## src/rtl/timer_arb_pkg.sv

```systemverilog
// Shared types and defaults for the two-requester timer arbiter.
package timer_arb_pkg;

  typedef enum logic [1:0] {
    IDLE = 2'd0,
    RUN  = 2'd1,
    DONE = 2'd2
  } state_e;

  localparam int unsigned TICK_DIV_DEF = 100_000_000;
  localparam int unsigned DUR_W_DEF    = 4;

endpackage

```

## src/rtl/tick_gen.sv

```systemverilog
// Prescaler producing a one-cycle tick every TICK_DIV enabled cycles.
module tick_gen
  import timer_arb_pkg::*;
#(
  parameter int unsigned TICK_DIV = TICK_DIV_DEF
) (
  input  logic clk,
  input  logic rst,
  input  logic enable,
  input  logic clear,
  output logic tick
);

  localparam int unsigned CNT_W = (TICK_DIV > 1) ? $clog2(TICK_DIV) : 1;
  localparam logic [CNT_W-1:0] LAST = CNT_W'(TICK_DIV - 1);

  logic [CNT_W-1:0] cnt_q, cnt_d;

  // Count is held at zero whenever the timer is not running.
  always_comb begin
    cnt_d = cnt_q;
    if (clear || !enable) begin
      cnt_d = '0;
    end else if (cnt_q == LAST) begin
      cnt_d = '0;
    end else begin
      cnt_d = cnt_q + 1'b1;
    end
  end

  always_ff @(posedge clk or posedge rst) begin
    if (rst) begin
      cnt_q <= '0;
    end else begin
      cnt_q <= cnt_d;
    end
  end

  assign tick = enable && !clear && (cnt_q == LAST);

endmodule

```

## src/rtl/timer_arbiter.sv

```systemverilog
// Round-robin arbiter granting a shared tick timer to one of two requesters.
module timer_arbiter
  import timer_arb_pkg::*;
#(
  parameter int unsigned TICK_DIV = TICK_DIV_DEF,
  parameter int unsigned DUR_W    = DUR_W_DEF
) (
  input  logic               clk,
  input  logic               rst,
  input  logic [1:0]         req,
  input  logic [2*DUR_W-1:0] dur,
  output logic [1:0]         grant,
  output logic [1:0]         done,
  output logic               busy,
  output logic [DUR_W-1:0]   remaining,
  output logic               flash
);

  state_e           state_q, state_d;
  logic             owner_q, owner_d;
  logic             last_q, last_d;
  logic [1:0]       grant_q, grant_d;
  logic [1:0]       done_q, done_d;
  logic             busy_q, busy_d;
  logic             flash_q, flash_d;
  logic [DUR_W-1:0] rem_q, rem_d;

  logic             win;
  logic [DUR_W-1:0] win_dur;
  logic             load;
  logic             tick;

  assign win     = (req == 2'b11) ? ~last_q : req[1];
  assign win_dur = win ? dur[2*DUR_W-1:DUR_W] : dur[DUR_W-1:0];

  tick_gen #(
    .TICK_DIV(TICK_DIV)
  ) u_tick_gen (
    .clk   (clk),
    .rst   (rst),
    .enable(state_q == RUN),
    .clear (load),
    .tick  (tick)
  );

  always_comb begin
    state_d = state_q;
    owner_d = owner_q;
    last_d  = last_q;
    grant_d = grant_q;
    done_d  = '0;
    busy_d  = busy_q;
    flash_d = flash_q;
    rem_d   = rem_q;
    load    = 1'b0;

    case (state_q)
      IDLE: begin
        if (req != 2'b00) begin
          load    = 1'b1;
          owner_d = win;
          grant_d = {win, ~win};
          rem_d   = win_dur;
          flash_d = 1'b0;
          busy_d  = 1'b1;
          state_d = (win_dur == '0) ? DONE : RUN;
        end
      end
      RUN: begin
        if (!req[owner_q]) begin
          state_d = IDLE;
          grant_d = '0;
          busy_d  = 1'b0;
          flash_d = 1'b0;
          rem_d   = '0;
          last_d  = owner_q;
        end else if (tick) begin
          rem_d   = rem_q - 1'b1;
          flash_d = ~flash_q;
          if (rem_q == DUR_W'(1)) begin
            state_d = DONE;
            done_d  = grant_q;
          end
        end
      end
      DONE: begin
        // A zero-length grant arrives here without its pulse; emit it one cycle later.
        if (done_q != 2'b00) begin
          state_d = IDLE;
          grant_d = '0;
          busy_d  = 1'b0;
          flash_d = 1'b0;
          rem_d   = '0;
          last_d  = owner_q;
        end else begin
          done_d = grant_q;
        end
      end
      default: begin
        state_d = IDLE;
      end
    endcase
  end

  always_ff @(posedge clk or posedge rst) begin
    if (rst) begin
      state_q <= IDLE;
      owner_q <= 1'b0;
      last_q  <= 1'b1;
      grant_q <= '0;
      done_q  <= '0;
      busy_q  <= 1'b0;
      flash_q <= 1'b0;
      rem_q   <= '0;
    end else begin
      state_q <= state_d;
      owner_q <= owner_d;
      last_q  <= last_d;
      grant_q <= grant_d;
      done_q  <= done_d;
      busy_q  <= busy_d;
      flash_q <= flash_d;
      rem_q   <= rem_d;
    end
  end

  assign grant     = grant_q;
  assign done      = done_q;
  assign busy      = busy_q;
  assign flash     = flash_q;
  assign remaining = rem_q;

endmodule

```

## config.mk

```make
export PLATFORM = sky130hd
export DESIGN_NAME = timer_arbiter
export DESIGN_NICKNAME = d
export VERILOG_FILES = /design/src/rtl/timer_arb_pkg.sv /design/src/rtl/tick_gen.sv /design/src/rtl/timer_arbiter.sv
export SDC_FILE = /design/constraint.sdc
export NUM_CORES = 1
export LEC_CHECK = 0
export ABC_AREA = 1
export BUFFER_PORTS_ARGS = -buffer_cell sky130_fd_sc_hd__buf_4
export CAP_MARGIN = 25
export CORE_UTILIZATION = 35
export DETAILED_ROUTE_END_ITERATION = 16
export PLACE_DENSITY = 0.49
export SYNTH_ARGS = -nofsm -noshare
export SYNTH_HDL_FRONTEND = slang
export SYNTH_SLANG_ARGS = --single-unit
```

## constraint.sdc

```tcl
create_clock -name clk -period 1.85 [get_ports clk]
set_input_delay 0.2775 -clock clk [delete_from_list [all_inputs] [get_ports clk]]
set_output_delay 0.2775 -clock clk [all_outputs]
set_load 0.02 [all_outputs]
```

Word level (Yosys, flattened, before mapping)
Cells that the tools add are included.

word-level totals
  input bits = 12
  logic and storage cells = 81
  register bits = 41
  output and inout bits = 10

operators by class
  mux-type cells = 39
  reductions and logical operators = 17
  bitwise logic cells = 3
  $add $sub $neg = 2
  magnitude comparators = 1
  eq/ne operators = 10

operators with widths
  kind                   number
  $mux 27                2
  $add 27x1->27 const B  1
  $eq 27x27->1 const B   1
  $mux 2                 12
  $mux 4                 5
  $mux 1                 13
  $pmux 2 s3             2
  $pmux 4 s3             1
  $reduce_and 4->1       3
  $ne 2x2->1 const B     3
  $ne 3x3->1 const B     2
  $pmux 1 s3             2
  $reduce_and 3->1       2
  $reduce_bool 2->1      3
  $eq 2x2->1 const B     2
  $eq 4x1->1 const B     1
  $logic_not 4->1        1
  $pmux 2 s2             1
  $sub 4x1->4 const B    1
  $not 1->1              3
  $reduce_bool 3->1      1
  $eq 2x1->1 const B     1
  $logic_and 1x1->1      2
  $logic_not 1->1        2
  5 further kinds        5

Logic depth before layout (Yosys ltp)
Gate-level depths: netlist of run 1.

  depth after elaboration = 9
  depth in mapped cells = 10
  mapped depth without buffers = 10

Hierarchy
From an unflattened synthesis of run 1, not the netlist that was laid out.

second synthesis, totals
  cells, all modules = 370
  area total of the unflattened synthesis = 2,602.5 um^2

modules (own cells, without submodules)
  module         seq. area each (um^2)  cells each  instances  area an instance (um^2)
  tick_gen       675.6                  216         1          1,600.3
  timer_arbiter  351.6                  154         1          1,002.2

Worst setup path before layout of run 1
OpenSTA, ideal clock, no wires.

  path type = reg-to-reg
  start point = register state_q[1]
  end point = register grant_q[1], in the netlist grant[1]
  arrival time = 1.304 ns
  stages on the path, launching flop included = 6
  setup time = 0.125 ns
  setup slack = 0.422 ns
  data required time = 1.725 ns
  period minus slack after synthesis = 1.428 ns
  path buffers = 0
  path through = dfrtp_1 -> inv_1 -> ha_1 -> nand2_2 -> nand3_1 -> mux2_2

on the way
  word-level cells in the longest chain between the ends = 3
  elaborated cells on any way between the ends = 8
  those cells by class = 4 x eq/ne; 1 x mux; 3 x reduce/logical

RTL lines
  what                                                                     line                  RTL
  start, declared                                                          timer_arbiter.sv:19   state_e state_q, state_d;
  start signal, assigned                                                   timer_arbiter.sv:116  state_q <= state_d;
  $eq 2x1->1 (tied with other cells)                                       timer_arbiter.sv:57   case (state_q)
  $ne 2x2->1 (no source line) / $reduce_bool 3->1 (equally long branches)  -
  $reduce_and 3->1 (no source line)                                        -
  end signal, assigned                                                     timer_arbiter.sv:119  grant_q <= grant_d;
  end, declared                                                            timer_arbiter.sv:22   logic [1:0] grant_q, grant_d;

Several ways; a longest one is shown, not always the timed one.
A chain may end at the register's enable or synchronous reset.

Worst setup path in the final report of run 1
  start point = register u_tick_gen.cnt_q[0]
  end point = register u_tick_gen.cnt_q[23]

on the way
  word-level cells in the longest chain between the ends = 3
  elaborated cells on any way between the ends = 4
  those cells by class = 1 x add/sub; 1 x eq/ne; 2 x mux

RTL lines
  what                                                  line                            RTL
  start, declared                                       tick_gen.sv:17                  logic [CNT_W-1:0] cnt_q, cnt_d;
  start signal, assigned                                tick_gen.sv:35                  cnt_q <= cnt_d;
  $add 27x1->27 / $eq 27x27->1 (equally long branches)  tick_gen.sv:27, tick_gen.sv:24
  $mux 27 (*)                                           tick_gen.sv:24                  end else if (cnt_q == LAST) begin
  $mux 27 (*)                                           tick_gen.sv:22                  if (clear || !enable) begin
  named net u_tick_gen.cnt_d[23]                        tick_gen.sv:17

The timed path passes the listed nets; every way through them passes the cells marked *.

==> results.toml, run 1 <==
[run_status]
status = "complete, no violations"

[synth]
syn_area_mm2 = 0.00263
synthCells = 367
yosysSeqAreaShare_pct = 39.1
avgSynthCellArea_um2 = 7.16
synth_nets = 386
ys_types = 29
async_flop_share_pct = 100
ys_ff_latch = 41
yosys_warnings = 0
synth-main-ff-cell = "dfrtp_1"
synth_edf_count = 0

[critical_path]
worst_ep_required_time_ns = 2.04
cp_max_fo = 12
worstSetupPathType = "reg2reg"
critPathBufInv = 2
cp_top_family = "simple AND/OR/NAND/NOR gates"
cp_slowest_cell = "dfrtp_1"
cp.arrival_ns = 1.86
end_kind = "flop"
timing.critical_path.mode_cell = "nand2_4"
cp-start-kind = "flop"
crit_chain = "ha_1, nand3_2, inv_2, nand2_4, nor2_4, nand2_4, nand2_4, inv_2, nand2_1, nor2_1"
critPathMaxStageDelay_ns = 0.40

[clock_network]
cts_resized = 0
clk_path_buf_depth = 2
cts.sinks = 41
clkTransAtPathRegs_ns = 0.08
ctsHtreeMaxLevel = 2
clk_latency_ns = 0.30
cts_tree = "built"
cts_setup_buffers = 0
clock-root-buffer = "clkbuf_8"
cts-hold-fix-buffers = 0
cts-buffers-inserted = 5

[placed_design]
port_buffers = 21
gp_congestion = 0.826
post-dp-hpwl_mm = 4.73

[timing]
holdWs_ns = 0.105
worst_pin_slew_ns = 0.535
slew_violations = 0
max_freq_mhz = 599
fin_tns_setup_ns = 0
report.final.hold_viol_count = 0
setup_viol = 0
max_slew_margin_pct = 64.3
rsz0062_at_grt = "false"
finalCriticalPeriod_ns = 1.67
finClkSkew_ns = 0.00704
post-route-period-util_pct = 90.3

[layout]
fill_cells = 806
drive_above_1_share_pct = 15.9
seqCellArea_mm2 = 0.00103
synthToLayoutAreaGrowth_pct = 13.9
final_common_cell = "nand2_1"
multi_input_area_mm2 = 0.00139
final_cell_mix = "nand2_1 (101), nor2_1 (62), inv_1 (46)"
fin_nets = 414
n_antenna_cell = 0

[floorplanning]
dieArea_mm2 = 0.00785
pin_count = 22
die_y_um = 88.6
die_w_um = 88.6
start_util_pct = 36.2
row_count = 31
coreArea_mm2 = 0.00725

[grt]
grt_pass1_wl_mm = 10.3
grt_pass1_vias = 2223
antenna_found_initial = 0
grt-ovfl-total = 0
gr-usage-all-layers_pct = 17.3
grt_max_degree = 42

[flow_run]
drv_cap = 0

[route]
firstDrtPassIters = 4
drc = 0
wl_per_cell_um = 12.3
via_per_inst = 4.60
vias = 2274
routed_wl_mm = 6.06
antenna_left = 0
dr.first_iter.drc_count = 117

[pwr]
ir_worst_vdd_mv = 0.499
cellLeakagePower_uw = 0.00140
power_density_mw_per_mm2 = 1030

[worst_hold_path]
hold_path_class = "in2async"
worst paths after layout:
path | from | end | slack (ns) | cells past startpoint
max in group asynchronous | rst | last_q | 1.36 | 3
min in group clk | req[0] | owner_q | 0.37 | 4
max | u_tick_gen.cnt_q[0] | u_tick_gen.cnt_q[23] | 0.18 | 10
min | rst | u_tick_gen.cnt_q[20] | 0.11 | 3
max reg2reg | u_tick_gen.cnt_q[0] | u_tick_gen.cnt_q[23] | 0.18 | 10
min reg2reg | u_tick_gen.cnt_q[0] | u_tick_gen.cnt_q[0] | 0.50 | 1
worst reg2reg max path, delay by kind of cell (launching register included):
family / cells / cell delay (ns)
adders and majority gates: 1 / 0.27
DFF: 1 / 0.40
and+or+nand+nor: 7 / 0.71
buffers and inverters: 2 / 0.20
final cells by class:
| cell class | count | share of cell area [%] |
|---|---|---|
| inverters | 52 | 6.53 |
| well taps | 99 | 4.14 |
| flip-flops and latches | 41 | 34.4 |
| multi-input cells | 273 | 46.6 |
| clock buffers | 7 | 2.89 |
| repair buffers | 22 | 5.52 |
metal layers:
layer | up-vias | wire length (µm) | GRT usage, % | part of all wire (%)
met5 | - | 0 | 0 | 0
met4 | 0 | 98 | 4.11 | 1.6
met3 | 9 | 203 | 4.57 | 3.4
met2 | 43 | 2920 | 28.7 | 48
met1 | 1021 | 2840 | 22.5 | 47
li1 | 1201 | - | - | -
cell usage after synthesis, drive strengths merged, types with 4 or more instances:
cell | n | area (µm²)
nor3 | 20 | 125
nand3 | 20 | 105
inv | 52 | 195
ha | 7 | 87.6
dfrtp | 40 | 1000
nand4 | 7 | 43.8
nor2 | 72 | 325
nand2 | 112 | 473
a21oi | 7 | 38.8
xor2 | 7 | 61.3
nand3b | 4 | 30.0
o21ai | 11 | 55.1
where the power goes:
group	internal, µW	switching [µW]	leakage, µW	total (µW)
logic	453	836	0.000804	1290
registers	1050	124	0.000552	1170
clock network	297	319	0.0000443	616
total	1800	1280	0.00140	3080
sequential cells by signal, indices dropped and copies added (netlist names):
signal	cells
state_q	2
remaining	4
busy	1
last_q	1
done	2
flash	1
owner_q	1
u_tick_gen.cnt_q	27
grant	2
stage by stage:
stage / cells / power, µW / util, % / cell area, µm² / setup slack (ns)
CTS: 494 / 3130 / 41.2 / 2990 / 0.166
global placement: 487 / 2490 / 40.0 / 2900 / 0.229
finish: 494 / 3080 / 41.2 / 2990 / 0.180
global route: 494 / 3340 / 41.2 / 2990 / 0.0428
floorplan: 367 / 2130 / - / 2630 / 0.422
detailed placement: 487 / 2500 / 40.0 / 2900 / 0.172
kinds of logic after synthesis:
| logic type | synth area share (%) |
|---|---|
| AND/OR/NAND/NOR | 42.5 |
| buffers and inverters | 7.86 |
| flip-flops | 39.1 |
| AO/OA/AOI/OAI | 4.10 |
| XOR/XNOR | 2.67 |
| adder cells (fa/ha/maj) | 3.33 |
| multiplexers | 0.429 |
No activity file was read; power rests on OpenSTA's default activity.
==> inputs of run 2 (changes only) <==
- ABC_AREA: 1 -> unset
- PLACE_DENSITY: 0.49 -> 0.5
==> run 2 against run 1 <==
- via count shrank 19%
- synthesized cell count down 38%
- maximum frequency fell by 6.2%
- register-to-register slack worse by 0.11 ns
- flip-flop and latch count unchanged
- clock skew up 0.0041 ns
- largest power group unchanged
==> results.toml, run 2 <==
[clock_network]
clk_latency_ns = 0.29
cts-buffers-inserted = 5
cts_tree = "built"
cts.sinks = 41
clk_path_buf_depth = 2
clock-root-buffer = "clkbuf_8"
clkTransAtPathRegs_ns = 0.08
ctsHtreeMaxLevel = 2

[pwr]
power.total_uw = 3520
swShare_pct = 38.0
p_sw_uw = 1340
cellLeakagePower_uw = 0.00139
ir_worst_vdd_mv = 0.798
seq_power_share_pct = 33.8
combPwrFrac_pct = 50.1
internal-power_uw = 2180
power_density_mw_per_mm2 = 1170
clkPwrFrac_pct = 16.1

[synth]
yosysSeqAreaShare_pct = 45.4
synth_top_family_by_area = "simple AND/OR/NAND/NOR gates"
synthCells = 229
synth_fa_ha_area_share_pct = 3.87
synth.most_common_cell = "dfrtp_1"
synth_xor_area_share_pct = 8.90
synth_top_area_share_pct = 44.2
ys_ff_latch = 41
synth_compound_area_share_pct = 8.95
yosys-top-cells-count = "dfrtp_1 (40), nor2_1 (34), xor2_1 (16)"
muxShareOfSynthArea_pct = 4.64
yosys.area.top_type = "dfrtp_1"
ys_top_cells_by_area = "dfrtp_1 (44%), xor2_1 (6.2%), nor2_1 (5.6%), ha_1 (3.9%), nand3_1 (2.9%)"
synth-main-ff-cell = "dfrtp_1"
ys_types = 49
syn_area_mm2 = 0.00226
async_flop_share_pct = 100
yosys_warnings = 0
synth_edf_count = 0
synth-simple-area-share_pct = 24.8
avgSynthCellArea_um2 = 9.89
synth_nets = 248

[timing]
post-route-period-util_pct = 96.2
max_slew_margin_pct = 67.0
max_freq_mhz = 562
setup_viol = 0
worst_pin_slew_ns = 0.492
finalCriticalPeriod_ns = 1.78
rsz0062_at_grt = "true"
slew_violations = 0
finClkSkew_ns = 0.0111
report.final.hold_viol_count = 0

[grt]
met2_usage_pct = 25.7
grt_max_degree = 27
gr-usage-all-layers_pct = 17.1
grt_pass1_vias = 1840
met1_usage_pct = 24.6
antenna_found_initial = 0
grt_pass1_wl_mm = 8.61
busiest_layer = "met2"
grt-ovfl-total = 0
grt_use_met3_pct = 3.41

[worst_hold_path]
hold_path_class = "in2reg"
hold_depth = 3
min_to = "owner_q"
hold_path_startpoint = "req[0]"

[layout]
n_antenna_cell = 0
fin_nets = 311
synthToLayoutAreaGrowth_pct = 32.5
drive_above_1_share_pct = 34.8
largest_reg_flops = 27
final_cell_mix = "buf_4 (58), dfrtp_1 (40), nor2_1 (34)"
final_cells = 368
fin_area_mm2 = 0.00300
final_common_cell = "buf_4"
top_register = "u_tick_gen.cnt_q"

[route]
drc = 0
wl_per_cell_um = 13.9
antenna_left = 0
vias = 1833
firstDrtPassIters = 4
routed_wl_mm = 5.12
dr.first_iter.drc_count = 85
via_per_inst = 4.98

[run_status]
status = "complete, no violations"

[critical_path]
regToRegStartpoint = "owner_q"
r2r_setup_slack_ns = 0.07
cp-start-kind = "flop"
reg2reg_depth = 5
reg2reg_to = "grant[1]"
cp.arrival_ns = 1.97
worst_ep_required_time_ns = 2.04
cp_max_fo = 5
end_kind = "flop"
worstSetupPathType = "reg2reg"

[floorplanning]
coreArea_mm2 = 0.00610
pin_count = 22
dieArea_mm2 = 0.00680
start_util_pct = 37.2
die_w_um = 82.4
die_y_um = 82.4
row_count = 28

[placed_design]
post-dp-hpwl_mm = 3.75
gp_congestion = 0.795
port_buffers = 21
place_area_mm2 = 0.00276
dpl.cell_count = 353

[flow_run]
drv_cap = 0
-- run 2: how the worst max path moves through the flow --
stage                        startpoint                   end  slack (ns)
floorplan           u_tick_gen.cnt_q[0]                 flash      -0.007
global placement    u_tick_gen.cnt_q[0]            state_q[0]        0.02
detailed placement  u_tick_gen.cnt_q[1]            state_q[0]       -0.04
CTS                 u_tick_gen.cnt_q[0]  u_tick_gen.cnt_q[24]       0.004
global route        u_tick_gen.cnt_q[1]  u_tick_gen.cnt_q[24]       -0.04
finish                          owner_q              grant[1]        0.07
-- run 2: logic make-up after synthesis --
family / after synthesis
AO/OA/AOI/OAI: 29
XOR/XNOR: 23
adder cells (fa/ha/maj): 7
buffers and inverters: 16
flip-flops: 41
multiplexers: 10
AND/OR/NAND/NOR: 103
-- run 2: layout make-up --
cell class | instances | area [µm²]
Clock buffer | 6 | 72.6
Clock inverter | 2 | 10.0
Fill cell | 606 | 3090
Inverter | 10 | 37.5
Multi-Input combinational cell | 172 | 1260
Sequential cell | 41 | 1030
Tap cell | 75 | 93.8
Timing Repair Buffer | 62 | 497
-- run 2: power by group through the flow --
stage                     clock (µW)  sequential [µW]  combinational [µW]
after floorplan                    0             1280                 934
after global placement             0             1190                1620
after detailed placement           0             1190                1620
after CTS                        596             1180                1630
after global routing             625             1210                1970
final                            568             1190                1760
-- run 2: routing by layer --
| metal | vias up | part of all wire, % |
|---|---|---|
| met2 | 12 | 44 |
| li1 | 925 | - |
| met4 | 0 | 0.98 |
| met1 | 891 | 53 |
| met3 | 5 | 2.3 |
| met5 | - | 0 |
-- run 2: through the flow --
stage	setup TNS, ns	setup slack, ns	util, %	hold slack, ns
after floorplan	-0.00737	-0.00737	-	0.452
after global placement	0	0.0202	45.3	0.279
after detailed placement	-0.0950	-0.0400	45.3	0.274
after CTS	0	0.00428	47.2	0.283
after global routing	-0.0385	-0.0385	49.2	0.328
final	0	0.0707	49.2	0.304
-- run 2: timing repair --
action / 4_1_cts / 5_1_grt
setup endpoints to repair: 4 / 27
setup buffers: 1 / 5
hold endpoints to repair: 9 / 0
hold buffers: 1 / 0
gates resized for setup: 3 / 22
pin swaps: 1 / 7
-- run 2: worst max-delay path, cell delays in order (launching register included) --
cell and delay [ns]:
dfrtp_1 0.39, mux2_2 0.35, and2_1 0.18, or3_4 0.40, a21o_1 0.18, a22o_1 0.17
